--- src/rtl/dcache_pkg.sv ---
// Shared types and width helpers for the direct-mapped data cache.
package dcache_pkg;

  typedef enum logic [1:0] {
    StIdle,
    StRefill,
    StWrite
  } state_e;

  function automatic int unsigned calc_offset_width(input int unsigned data_width);
    return $clog2(data_width / 8);
  endfunction

  function automatic int unsigned calc_tag_width(input int unsigned address_width,
                                                 input int unsigned set_width,
                                                 input int unsigned data_width);
    return address_width - set_width - calc_offset_width(data_width);
  endfunction

endpackage

--- src/rtl/dcache_array.sv ---
// Valid/tag/data storage: asynchronous read, one byte-enabled write port, single-cycle clear of V.
module dcache_array #(
  parameter int unsigned SetWidth  = 3,
  parameter int unsigned TagWidth  = 27,
  parameter int unsigned DataWidth = 32
) (
  input  logic                   clk,
  input  logic                   rst_n,
  input  logic                   i_flush,
  input  logic [SetWidth-1:0]    i_rd_set,
  output logic                   o_rd_valid,
  output logic [TagWidth-1:0]    o_rd_tag,
  output logic [DataWidth-1:0]   o_rd_data,
  input  logic                   i_wr_en,
  input  logic [SetWidth-1:0]    i_wr_set,
  input  logic [TagWidth-1:0]    i_wr_tag,
  input  logic [DataWidth-1:0]   i_wr_data,
  input  logic [DataWidth/8-1:0] i_wr_be
);

  localparam int unsigned Sets    = 1 << SetWidth;
  localparam int unsigned BeWidth = DataWidth / 8;

  logic [Sets-1:0]      r_valid;
  logic [TagWidth-1:0]  r_tag  [Sets];
  logic [DataWidth-1:0] r_data [Sets];

  always_ff @(posedge clk or negedge rst_n) begin
    if (!rst_n) begin
      r_valid <= '0;
    end else if (i_flush) begin
      r_valid <= '0;
    end else if (i_wr_en) begin
      r_valid[i_wr_set] <= 1'b1;
    end
  end

  // Tag and data are deliberately left unreset; V alone qualifies them.
  always_ff @(posedge clk) begin
    if (i_wr_en) begin
      r_tag[i_wr_set] <= i_wr_tag;
      for (int unsigned b = 0; b < BeWidth; b++) begin
        if (i_wr_be[b]) begin
          r_data[i_wr_set][8*b +: 8] <= i_wr_data[8*b +: 8];
        end
      end
    end
  end

  assign o_rd_valid = r_valid[i_rd_set];
  assign o_rd_tag   = r_tag[i_rd_set];
  assign o_rd_data  = r_data[i_rd_set];

endmodule

--- src/rtl/dcache_direct_mapped.sv ---
// Direct-mapped write-through, no-write-allocate data cache with hit/miss counters.
module dcache_direct_mapped
  import dcache_pkg::*;
#(
  parameter int unsigned ADDRESS_WIDTH = 32,
  parameter int unsigned DATA_WIDTH    = 32,
  parameter int unsigned SET_WIDTH     = 3
) (
  input  logic                     clk,
  input  logic                     rst_n,
  input  logic                     cpu_req,
  input  logic                     cpu_we,
  input  logic [ADDRESS_WIDTH-1:0] cpu_addr,
  input  logic [DATA_WIDTH-1:0]    cpu_wdata,
  input  logic [DATA_WIDTH/8-1:0]  cpu_be,
  output logic [DATA_WIDTH-1:0]    cpu_rdata,
  output logic                     cpu_stall,
  input  logic                     flush,
  output logic                     mem_req,
  output logic                     mem_we,
  output logic [ADDRESS_WIDTH-1:0] mem_addr,
  output logic [DATA_WIDTH-1:0]    mem_wdata,
  output logic [DATA_WIDTH/8-1:0]  mem_be,
  input  logic                     mem_ack,
  input  logic [DATA_WIDTH-1:0]    mem_rdata,
  output logic [31:0]              hit_count,
  output logic [31:0]              miss_count
);

  localparam int unsigned OFFSET_WIDTH = calc_offset_width(DATA_WIDTH);
  localparam int unsigned TAG_WIDTH    = calc_tag_width(ADDRESS_WIDTH, SET_WIDTH, DATA_WIDTH);
  localparam int unsigned BE_WIDTH     = DATA_WIDTH / 8;
  localparam int unsigned TAG_LSB      = OFFSET_WIDTH + SET_WIDTH;

  state_e                   r_state;
  logic                     r_hit;
  logic                     r_mem_req;
  logic                     r_mem_we;
  logic [ADDRESS_WIDTH-1:0] r_mem_addr;
  logic [DATA_WIDTH-1:0]    r_mem_wdata;
  logic [BE_WIDTH-1:0]      r_mem_be;
  logic [31:0]              r_hit_count;
  logic [31:0]              r_miss_count;

  logic [SET_WIDTH-1:0]     w_set;
  logic [TAG_WIDTH-1:0]     w_tag;
  logic                     w_rd_valid;
  logic [TAG_WIDTH-1:0]     w_rd_tag;
  logic [DATA_WIDTH-1:0]    w_rd_data;
  logic                     w_hit;
  logic                     w_start;
  logic                     w_ack;
  logic                     w_flush;
  logic                     w_wr_en;
  logic [DATA_WIDTH-1:0]    w_wr_data;
  logic [BE_WIDTH-1:0]      w_wr_be;
  logic [ADDRESS_WIDTH-1:0] w_aligned;
  logic                     w_unused_offset;

  assign w_set     = cpu_addr[TAG_LSB-1:OFFSET_WIDTH];
  assign w_tag     = cpu_addr[ADDRESS_WIDTH-1:TAG_LSB];
  assign w_aligned = {cpu_addr[ADDRESS_WIDTH-1:OFFSET_WIDTH], {OFFSET_WIDTH{1'b0}}};
  assign w_hit     = w_rd_valid && (w_rd_tag == w_tag);
  assign w_start   = (r_state == StIdle) && cpu_req && !flush;
  assign w_flush   = (r_state == StIdle) && flush;
  // An ack without an outstanding request is ignored.
  assign w_ack     = mem_ack && r_mem_req;
  assign w_wr_en   = w_ack && ((r_state == StRefill) || ((r_state == StWrite) && r_hit));
  assign w_wr_data = (r_state == StRefill) ? mem_rdata : r_mem_wdata;
  assign w_wr_be   = (r_state == StRefill) ? {BE_WIDTH{1'b1}} : r_mem_be;

  assign w_unused_offset = ^cpu_addr[OFFSET_WIDTH-1:0];

  dcache_array #(
    .SetWidth (SET_WIDTH),
    .TagWidth (TAG_WIDTH),
    .DataWidth(DATA_WIDTH)
  ) u_array (
    .clk       (clk),
    .rst_n     (rst_n),
    .i_flush   (w_flush),
    .i_rd_set  (w_set),
    .o_rd_valid(w_rd_valid),
    .o_rd_tag  (w_rd_tag),
    .o_rd_data (w_rd_data),
    .i_wr_en   (w_wr_en),
    .i_wr_set  (r_mem_addr[TAG_LSB-1:OFFSET_WIDTH]),
    .i_wr_tag  (r_mem_addr[ADDRESS_WIDTH-1:TAG_LSB]),
    .i_wr_data (w_wr_data),
    .i_wr_be   (w_wr_be)
  );

  always_comb begin
    cpu_stall = 1'b0;
    cpu_rdata = w_rd_data;
    unique case (r_state)
      StIdle:   cpu_stall = cpu_req && (flush || cpu_we || !w_hit);
      StRefill: begin
        cpu_stall = !w_ack;
        cpu_rdata = mem_rdata;
      end
      StWrite:  cpu_stall = !w_ack;
      default:  cpu_stall = 1'b0;
    endcase
  end

  always_ff @(posedge clk or negedge rst_n) begin
    if (!rst_n) begin
      r_state      <= StIdle;
      r_hit        <= 1'b0;
      r_mem_req    <= 1'b0;
      r_mem_we     <= 1'b0;
      r_mem_addr   <= '0;
      r_mem_wdata  <= '0;
      r_mem_be     <= '0;
      r_hit_count  <= '0;
      r_miss_count <= '0;
    end else begin
      unique case (r_state)
        StIdle: begin
          if (w_start) begin
            if (cpu_we) begin
              r_state     <= StWrite;
              r_hit       <= w_hit;
              r_mem_req   <= 1'b1;
              r_mem_we    <= 1'b1;
              r_mem_addr  <= w_aligned;
              r_mem_wdata <= cpu_wdata;
              r_mem_be    <= cpu_be;
            end else if (!w_hit) begin
              r_state     <= StRefill;
              r_mem_req   <= 1'b1;
              r_mem_we    <= 1'b0;
              r_mem_addr  <= w_aligned;
              r_mem_wdata <= '0;
              r_mem_be    <= {BE_WIDTH{1'b1}};
            end else begin
              r_hit_count <= r_hit_count + 32'd1;
            end
          end
        end
        StRefill, StWrite: begin
          if (w_ack) begin
            r_state     <= StIdle;
            r_mem_req   <= 1'b0;
            r_mem_we    <= 1'b0;
            r_mem_addr  <= '0;
            r_mem_wdata <= '0;
            r_mem_be    <= '0;
            if ((r_state == StWrite) && r_hit) begin
              r_hit_count <= r_hit_count + 32'd1;
            end else begin
              r_miss_count <= r_miss_count + 32'd1;
            end
          end
        end
        default: r_state <= StIdle;
      endcase
    end
  end

  assign mem_req    = r_mem_req;
  assign mem_we     = r_mem_we;
  assign mem_addr   = r_mem_addr;
  assign mem_wdata  = r_mem_wdata;
  assign mem_be     = r_mem_be;
  assign hit_count  = r_hit_count;
  assign miss_count = r_miss_count;

endmodule

--- config.mk ---
export PLATFORM = sky130hd
export DESIGN_NAME = dcache_direct_mapped
export DESIGN_NICKNAME = d
export VERILOG_FILES = /design/src/rtl/dcache_pkg.sv /design/src/rtl/dcache_array.sv /design/src/rtl/dcache_direct_mapped.sv
export SDC_FILE = /design/constraint.sdc
export NUM_CORES = 1
export LEC_CHECK = 0
export CORE_ASPECT_RATIO = 0.5
export CORE_MARGIN = 4
export CORE_UTILIZATION = 52
export DETAILED_ROUTE_END_ITERATION = 6
export GPL_TIMING_DRIVEN = 0
export PLACE_DENSITY = 0.79
export SYNTH_ARGS = -nofsm -noshare
export SYNTH_HDL_FRONTEND = slang
export SYNTH_HIERARCHICAL = 1
export SYNTH_SLANG_ARGS = --single-unit
--- constraint.sdc ---
create_clock -name clk -period 8 [get_ports clk]
set_clock_uncertainty 0.15 [all_clocks]
set_input_delay 1.2 -clock clk [delete_from_list [all_inputs] [get_ports clk]]
set_output_delay 1.2 -clock clk [all_outputs]
set_load 0.005 [all_outputs]
==> results.sh <==
export IMPL_drt_wl_total_mm=64.4
export IMPL_final_seq_area_um2=17800
export IMPL_core_area_um2=47600
export IMPL_nNetsFinal=1998
export IMPL_path_class="in -> out"
export IMPL_dp_cells=2470
export IMPL_hold_viol=0
export IMPL_synthArstFlopShare_pct=23.3
export IMPL_via_per_inst=5.88
export IMPL_total_power_uw=9530
export IMPL_worstSkewPairLatency_ns=0.60
export IMPL_layout_common_cells="edfxtp_1, clkdlybuf4s50_1, nand2_1"
export IMPL_utilization_pct=65.3
export IMPL_multi_input_area_um2=7010
export IMPL_antenna_found_initial=1
export IMPL_clkSinkCount=615
export IMPL_drtAntennaViolNets=0
export IMPL_dieArea_um2=52700
export IMPL_syn_area_per_cell_um2=16.4
export IMPL_startpoint_type="input port"
export IMPL_cellPowerDensity_nw_per_um2=307
export IMPL_drive_gt1_share_pct=18.1
export IMPL_outcome="completed"
export IMPL_max_freq_mhz=137
export IMPL_initial_core_util_pct=53.4
export IMPL_hold_ws_ns=0.320
export IMPL_ys_warn_count=6
export IMPL_cp_data_arrival_time_ns=5.94
export IMPL_synth_top_cell_area_share_pct=55.8
export IMPL_cts_hold_buffers=0
export IMPL_setup_viol=0
export IMPL_r2r_setup_slack_ns=3.24
export IMPL_wl_per_cell_um=25.1
export IMPL_worstRegToRegCells=9
export IMPL_synthesis_area_um2=25400
export IMPL_cp_required_ns=6.65
export IMPL_drt_pass1_iterations=5
export IMPL_min_period_ns=7.29
export IMPL_drc=0
export IMPL_die_y_um=164
export IMPL_synth_yosys_seq_area_share_pct=69.9
export IMPL_relSlewSlack_pct=25.2
export IMPL_min_path_cells=1
export IMPL_max_cap_viol_count=0
export IMPL_fillers=3187
export IMPL_tightest_slew_ns=1.11
export IMPL_worstPathMaxFanout=10
export IMPL_hpwlAfterDp_mm=43.0
export IMPL_num_rows=56
export IMPL_synthFlopType="edfxtp_1"
export IMPL_worstReg2RegStart="r_state[1]"
export IMPL_yosysTopAreaCell="edfxtp_1"
export IMPL_port_buffer_count=268
export IMPL_h_tree_depth=2
export IMPL_vdd_ir_drop_max_mv=0.167
export IMPL_rsz0062_at_grt="false"
export IMPL_cts_path_max_buffers=3
export IMPL_cp_end_kind="output port"
export IMPL_drv_slew=0
export IMPL_cts_buffers=52
export IMPL_clockRootBuffer="clkbuf_16"
export IMPL_ios=273
export IMPL_grt_pass1_vias=15501
export IMPL_r2r_end="u_array/r_data[0][13]"
export IMPL_hold_path_class="reg -> reg"
export IMPL_postPlaceCellArea_um2=29200
export IMPL_final_common_cell="edfxtp_1"
export IMPL_synth_area_top_cells="edfxtp_1, dfrtp_1, mux4_2"
export IMPL_initialDrtViolationCount=1676
export IMPL_synth_edf_count=472
export IMPL_fin_crit_sh_pct=91.2
export IMPL_synth_cells=1545
export IMPL_fin_area_um2=31100
export IMPL_vias=15098
export IMPL_whs_endpoint="miss_count[31]"
export IMPL_grt_max_degree=88
export IMPL_hold_path_startpoint="miss_count[31]"
export IMPL_clk_pin_slew_worst_paths_ns=0.06
export IMPL_grt_use_total_pct=24.4
export IMPL_instances_no_fill=2568
export IMPL_synth_cell_type_count=51
export IMPL_gp_congestion=0.809
export IMPL_p_leak_uw=0.0110
export IMPL_overflow=0
export IMPL_post_cts_resized=0
export IMPL_synth_seq_cells=615
export IMPL_area_growth_pct=22.3
export IMPL_post_cts_setup_buffer_count=0
export IMPL_die_w_um=321
export IMPL_cts_tree="yes"
export IMPL_grt_pass1_wl_mm=95.8
critical path, cell delays in order:
cell and delay (ns):
clkdlybuf4s50_1 0.67, clkbuf_1 0.61, buf_2 0.45, mux4_2 0.38, mux2_2 0.29, xnor2_1 0.20
nand4_1 0.16, or4_4 0.62, nor3_1 0.46, a31oi_1 0.19, o21ba_2 0.25, clkdlybuf4s50_1 0.44
final cells by class:
type                       instances  area share [%]
clock inverter                    31            1.49
sequential                       615            57.1
timing repair buffer             286            9.50
tap                              638            2.57
clock buffer                      66            4.52
antenna                            1         0.00805
buffer                            80            1.42
inverter                          68           0.821
multi-input combinational        783            22.5
worst max path at each step:
stage	start	endpoint	slack, ns	cells past startpoint
floorplan	mem_ack	u_array/r_data[0][0]	2.31	4
global placement	r_state[1]	u_array/r_data[0][1]	-2.75	8
detailed placement	cpu_addr[4]	cpu_stall	0.88	12
CTS	cpu_addr[4]	cpu_stall	0.79	12
global route	cpu_addr[4]	cpu_stall	0.60	12
finish	cpu_addr[4]	cpu_stall	0.71	12
logic make-up after synthesis:
logic type / count (synthesis) / synth area share [%]
xor gates and xnor gates: 89 / 3.07
muxes: 184 / 13.5
and+or+nand+nor: 346 / 6.99
other: 1 / 0.0148
DFF: 615 / 69.9
AOI/OAI and AO/OA: 156 / 3.56
buffers and inverters: 148 / 2.72
adders and majority gates: 6 / 0.295
per-stage QoR:
stage | worst slack, ns | setup TNS, ns
floorplan | 2.31 | 0
global placement | -2.75 | -440.68
detailed placement | 0.877 | 0
CTS | 0.786 | 0
global route | 0.604 | 0
finish | 0.707 | 0
power breakdown:
part           switching, uW  total, uW  internal [uW]
Sequential               303       4360           4060
Combinational           1420       2400            980
Clock                   1140       2770           1630
Total                   2860       9530           6670
sequential cells by signal, summed over array words and instances (netlist names):
signal / cells
mem_wdata: 32
mem_be: 4
hit_count: 32
mem_req: 1
u_array/r_tag: 216
r_state: 2
u_array/r_valid: 8
mem_addr: 30
miss_count: 32
u_array/r_data: 256
r_hit: 1
mem_we: 1
cell usage after synthesis, drive strengths merged (2+ instances only):
cell type  count
nand3         34
and4b          3
clkbuf        41
or2            4
mux4         120
mux2          64
o21bai         4
o21ai        132
nor2          14
or3            2
xor2          16
inv           68
a21oi          2
buf           39
a21boi         2
edfxtp       472
nor3b          2
ha             6
nor4           2
o21ba          9
and4           8
and3          25
dfrtp        143
xnor2         73
and2          34
nand2b        32
nor3           3
a21o           2
nand2        152
nor4bb         2
nand4         23
per-layer routing:
layer	track usage [%]	share of wire, %	wire length (um)	vias up
met5	0	0	0	-
met4	7.54	2.9	1890	0
met3	4.69	7.4	4780	117
met2	42.3	51	33100	696
met1	31.8	38	24600	7796
li1	-	-	-	6489
(Power assumes the default switching activity.)
==> edit 1, RTL diff (same settings) <==
`ADDRESS_WIDTH`: 32 -> 48.
--- a/src/rtl/dcache_direct_mapped.sv
+++ b/src/rtl/dcache_direct_mapped.sv
@@ -2,7 +2,7 @@
 module dcache_direct_mapped
   import dcache_pkg::*;
 #(
-  parameter int unsigned ADDRESS_WIDTH = 32,
+  parameter int unsigned ADDRESS_WIDTH = 48,
   parameter int unsigned DATA_WIDTH    = 32,
   parameter int unsigned SET_WIDTH     = 3
 ) (
Interface: changed (resized cpu_addr and mem_addr); port bits go from 273 to 305. The function was not compared with the original's and may differ.
==> edit 1 against the original RTL <==
Die area is 20% higher; sequential cell count is 144 higher; first-iteration DRC count is 4.8% higher; final area is 20% higher; sequential power is 26% higher; setup slack worse by 0.10 ns; area after synthesis is 21% higher; routed wire length is 18% higher; combinational power is 8.3% higher; power is 19% higher.
==> edit 1: results (changes against the original RTL) <==
- Synth cell types: 48 (was 51)
- Largest delay share family, worst path: buffers and inverters (unchanged)
- Final max-slew violation count: 0 (unchanged)
- # fillers: 3878 (was 3187)
- Root Driver: clkbuf_16 (unchanged)
- # nets final: 2197 (was 1998)
- Multi-input gate area: 7970 um^2 (was 7010 um^2)
- Inverters: 79 (was 68)
- First-pass GRT wire length: 115 mm (was 95.8 mm)
- Buffer share of cell area: 10.2% (was 10.9%)
- Arr. time, crit path: 6.04 ns (was 5.94 ns)
- Ys Warns: 6 (unchanged)
- Vias in the first global route: 18079 (was 15501)
- IO Port Bufs: 300 (was 268)
- Synth area leaders: edfxtp_1, dfrtp_1, mux4_2, mux2_2, a22o_1 (was edfxtp_1, dfrtp_1, mux4_2, mux2_2, xnor2_1)
- H-tree depth: 3 (was 2)
- Worst min path class: reg -> reg (unchanged)
- Worst vdd ir: 0.000159 V (was 0.000167 V)
- Net Sw Frac: 29.0% (was 30.0%)
- 1st-iter DRT viols: 1757 (was 1676)
- Critical path's slowest cell: clkbuf_1 (was clkdlybuf4s50_1)
- # resized after CTS: 0 (unchanged)
- Post-synth EDFFs: 600 (was 472)
- Fraction of final layout cells sized beyond drive strength 1: 20.8% (was 18.1%)
- Fraction of area in multi-input gates: 21.4% (was 22.5%)
- Max reg flops: 344 (was 256)
- Commonest cells post-synth: edfxtp_1, dfrtp_1, mux4_2 (was edfxtp_1, nand2_1, dfrtp_1)
- Seq area share: 59.0% (was 57.1%)
- Clock buffer count from CTS: 67 (was 52)
- Vias per cell: 5.98 (was 5.88)
- Seq/Total Area, Yosys: 71.8% (was 69.9%)
- Async S/R FF share, synth: 20.9% (was 23.3%)
- Clock Latency Late Sink: 0.61 ns
- Largest net degree at the start of global routing: 92 (was 88)
- Clock buf count: 84 (was 66)
- Crit-path max FO: 10 (unchanged)
- Multi-input gates: 750 (was 783)
- Clock buffer depth: 3 (unchanged)
- HPWL after DPL: 49.5 mm (was 43.0 mm)
- Biggest register: u_array/r_tag (was u_array/r_data)
- Placed Area: 35000 um^2 (was 29200 um^2)
- Ant. Diodes: 1 (unchanged)
- Tot GR Track Use: 24.2% (was 24.4%)
- Bufs w/o clock: 412 (was 366)
- Worst Tran Pin Value: 1.09 ns (was 1.11 ns)
- Placer Congestion: 0.803 (was 0.809)
- WL/cell: 26.2 um (was 25.1 um)
- ClkCell Share: 5.97% (was 6.00%)
- Clk sinks: 759 (was 615)
- Leakage power total: 13.0 nW (was 11.0 nW)
- Antenna violations before repair: 1 (unchanged)
- Initial DRT Pass Iterations: 5 (unchanged)
- Worst-path clk slew: 0.06 ns (about the same)
- Outcome: finished, final reports clean (unchanged)
edit 1: logic make-up (layout without fill, tap and decap cells):
logic type	after synthesis	after routing	share of synthesized area (%)
compound gates	166	166	3.86
fa+ha+maj	6	6	0.245
xor+xnor	102	102	2.91
mux	238	238	14.3
buf+inv	165	614	2.43
flops	759	759	71.8
simple gates	236	236	4.45
other cells	1	3	0.0122
edit 1: final timing paths:
path                                           startpoint                        endpoint  slack (ns)  depth (start not counted)
worst max-delay path                          cpu_addr[4]                       cpu_stall        0.61                         14
worst min-delay path            hit_count[31]$_DFFE_PN0P_       hit_count[31]$_DFFE_PN0P_        0.33                          1
worst max register to register     r_state[1]$_DFFE_PN0P_  u_array/r_data[2][6]$_DFFE_PP_        3.02                         10
worst min register to register  hit_count[31]$_DFFE_PN0P_       hit_count[31]$_DFFE_PN0P_        0.33                          1
max in group asynchronous                           rst_n       hit_count[11]$_DFFE_PN0P_        6.34                          2
min in group asynchronous                           rst_n       mem_wdata[19]$_DFFE_PN0P_        0.41                          1
edit 1: stage by stage:
step | setup slack (ns) | instances | util [%]
after global routing | 0.220 | 2892 | 64.4
after global placement | -5.97 | 2742 | 59.8
after detailed placement | 0.638 | 2768 | 60.5
after floorplan | 0.559 | 1674 | -
after CTS | 0.571 | 2891 | 64.4
final | 0.606 | 2892 | 64.4
edit 1: layer usage:
layer	track usage, %	routed length (um)	part of all wire, %
met2	40.9	38500	51
met1	30.6	28300	37
met4	9.39	2940	3.9
met3	5.70	6080	8.0
met5	0	0	0
edit 1: power by group through the flow:
stage,Combinational [mW],Sequential [mW],Clock [mW]
finish,2.60,5.50,3.27
global route,2.78,5.55,3.51
CTS,2.61,5.50,3.33
detailed placement,2.58,5.57,0
global placement,2.48,5.55,0
floorplan,1.24,5.44,0
==> edit 2, RTL diff (same settings) <==
Made on the original files. Reset style: synchronous (`rst_n`), changed in 2 clocked blocks. Comments in the files are not updated.
--- a/src/rtl/dcache_array.sv
+++ b/src/rtl/dcache_array.sv
@@ -25,7 +25,7 @@
   logic [TagWidth-1:0]  r_tag  [Sets];
   logic [DataWidth-1:0] r_data [Sets];
 
-  always_ff @(posedge clk or negedge rst_n) begin
+  always_ff @(posedge clk) begin
     if (!rst_n) begin
       r_valid <= '0;
     end else if (i_flush) begin
--- a/src/rtl/dcache_direct_mapped.sv
+++ b/src/rtl/dcache_direct_mapped.sv
@@ -104,7 +104,7 @@
     endcase
   end
 
-  always_ff @(posedge clk or negedge rst_n) begin
+  always_ff @(posedge clk) begin
     if (!rst_n) begin
       r_state      <= StIdle;
       r_hit        <= 1'b0;
Formal check against the unedited RTL: not equivalent (Yosys sat finds a counterexample within 4 cycles, from zero or initial values and one cycle with rst_n low; the reset may be asserted at any time).
==> edit 2 against the original RTL <==
Via count rose by 5.2%; count of clock-buffer cells in the layout rose by 15; die area rose by 0.58%; sequential cell count did not move; power fell by 13%; routed wire length rose by 2.2%; final cell count rose by 5.1%; area after synthesis rose by 0.60%; synthesized cell count rose by 7.8%; non-clock buffer count rose by 9; first-iteration DRC count rose by 9.8%; final area barely moved; setup slack improved by 0.39 ns; register-to-register slack improved by 0.63 ns.
==> edit 2: results (changes against the original RTL) <==
- Placed Area: 29200 um^2 (about the same)
- HPWL after DPL: 44.2 mm (was 43.0 mm)
- First-pass GRT wire length: 98.3 mm (was 95.8 mm)
- Worst min path class: reg -> reg (unchanged)
- Worst-path clk slew: 0.07 ns
- Fraction of final layout cells sized beyond drive strength 1: 16.7% (was 18.1%)
- Largest net degree at the start of global routing: 33 (was 88)
- Arr. time, crit path: 5.56 ns (was 5.94 ns)
- Seq/Total Area, Yosys: 66.6% (was 69.9%)
- 1st-iter DRT viols: 1840 (was 1676)
- Ys Warns: 6 (unchanged)
- Crit-path max FO: 10 (unchanged)
- Root Driver: clkbuf_16 (unchanged)
- Synth cell types: 57 (was 51)
- # fillers: 3334 (was 3187)
- Commonest cells post-synth: edfxtp_1, nand2_1, dfxtp_1 (was edfxtp_1, nand2_1, dfrtp_1)
- Net Sw Frac: 26.9% (was 30.0%)
- Vias per cell: 5.89 (was 5.88)
- Leakage power total: 10.4 nW (was 11.0 nW)
- Clock Latency Late Sink: 0.58 ns (was 0.60 ns)
- Vias in the first global route: 16026 (was 15501)
- Largest regs: u_array/r_data: 256 flops, u_array/r_tag: 216 flops (unchanged)
- Clock buffer count from CTS: 54 (was 52)
- Tot GR Track Use: 24.7% (was 24.4%)
- Multi-input gate area: 7740 um^2 (was 7010 um^2)
- # nets final: 2113 (was 1998)
- Hold Crit Depth: 2 (was 1)
- # resized after CTS: 0 (unchanged)
- Slew HR: 16.2% (was 25.2%)
- Antenna violations before repair: 3 (was 1)
- Initial DRT Pass Iterations: 5 (unchanged)
- Post-synth EDFFs: 472 (unchanged)
- H-tree depth: 2 (unchanged)
- Async S/R FF share, synth: 0% (was 23.3%)
- R2R depth: 6 (was 9)
- WL/cell: 24.4 um (was 25.1 um)
- Synth area leaders: edfxtp_1, dfxtp_1, mux4_2, mux2i_1, mux2_2 (was edfxtp_1, dfrtp_1, mux4_2, mux2_2, xnor2_1)
- Placer Congestion: 0.843 (was 0.809)
- Clock buffer depth: 3 (unchanged)
- Outcome: finished, final reports clean (unchanged)
- # Post-CTS Setup Buffers: 0 (unchanged)
- Worst vdd ir: 0.000192 V (was 0.000167 V)
- IO Port Bufs: 267 (was 268)
[edit 2: worst paths after layout]
| check | startpoint | to | slack [ns] |
|---|---|---|---|
| worst min-delay path | mem_we$_SDFFE_PN0P_ | mem_we$_SDFFE_PN0P_ | 0.33 |
| worst max-delay path | cpu_addr[4] | cpu_stall | 1.09 |
| worst max register to register | r_state[0]$_SDFFE_PN0P_ | u_array/r_data[4][23]$_DFFE_PP_ | 3.87 |
| worst min register to register | mem_we$_SDFFE_PN0P_ | mem_we$_SDFFE_PN0P_ | 0.33 |
[edit 2: cell type report]
| type | instances | area share (%) |
|---|---|---|
| Clock buffer | 81 | 5.11 |
| Antenna cell | 3 | 0.0242 |
| Timing Repair Buffer | 279 | 9.15 |
| Inverter | 78 | 0.942 |
| Sequential cell | 615 | 54.8 |
| Multi-Input combinational cell | 877 | 24.9 |
| Clock inverter | 20 | 0.737 |
| Buffer | 96 | 1.68 |
| Tap cell | 649 | 2.61 |
[edit 2: metal layers]
metal  vias up  global-route usage, %  routed length [um]  part of all wire [%]
met2       640                   42.5               33500                    51
li1       6970                      -                   -                     -
met4         0                   8.06                1960                   3.0
met3       129                   3.33                4220                   6.4
met1      8139                   33.0               26100                    40
met5         -                      0                   0                     0
[edit 2: worst max-delay path, stage by stage]
cell and delay, ns:
clkdlybuf4s50_1 0.57, clkbuf_1 0.60, buf_2 0.45, mux4_2 0.37, mux2_2 0.30, xnor2_1 0.34, nand4_1 0.21, nor4_2 0.61
nand3_1 0.15, a31oi_1 0.19, nor2_1 0.06, clkdlybuf4s50_1 0.49
[edit 2: cell families after synthesis]
kind of cell | Yosys count | synth area share (%)
simple gates | 417 | 8.49
fa+ha+maj | 6 | 0.294
mux | 259 | 16.3
compound gates | 138 | 3.19
xor+xnor | 55 | 1.88
buf+inv | 174 | 3.17
flops | 615 | 66.6
other cells | 1 | 0.0147
[edit 2: through the flow]
stage	hold slack, ns	setup TNS (ns)	cells	setup WS [ns]
global route	0.347	0	2698	1.01
CTS	0.330	0	2695	1.17
finish	0.329	0	2698	1.09
detailed placement	0.317	0	2594	1.19
floorplan	0.303	0	1666	2.18
global placement	0.298	-255.96	2582	-2.68
[edit 2: power groups by stage]
stage	Sequential (mW)	Combinational [mW]	Clock, mW
2_1_floorplan	4.03	0.847	0
3_3_place_gp	4.08	1.59	0
3_5_place_dp	4.10	1.63	0
4_1_cts	4.03	1.65	2.69
5_1_grt	4.05	1.75	2.83
6_report	4.03	1.65	2.65
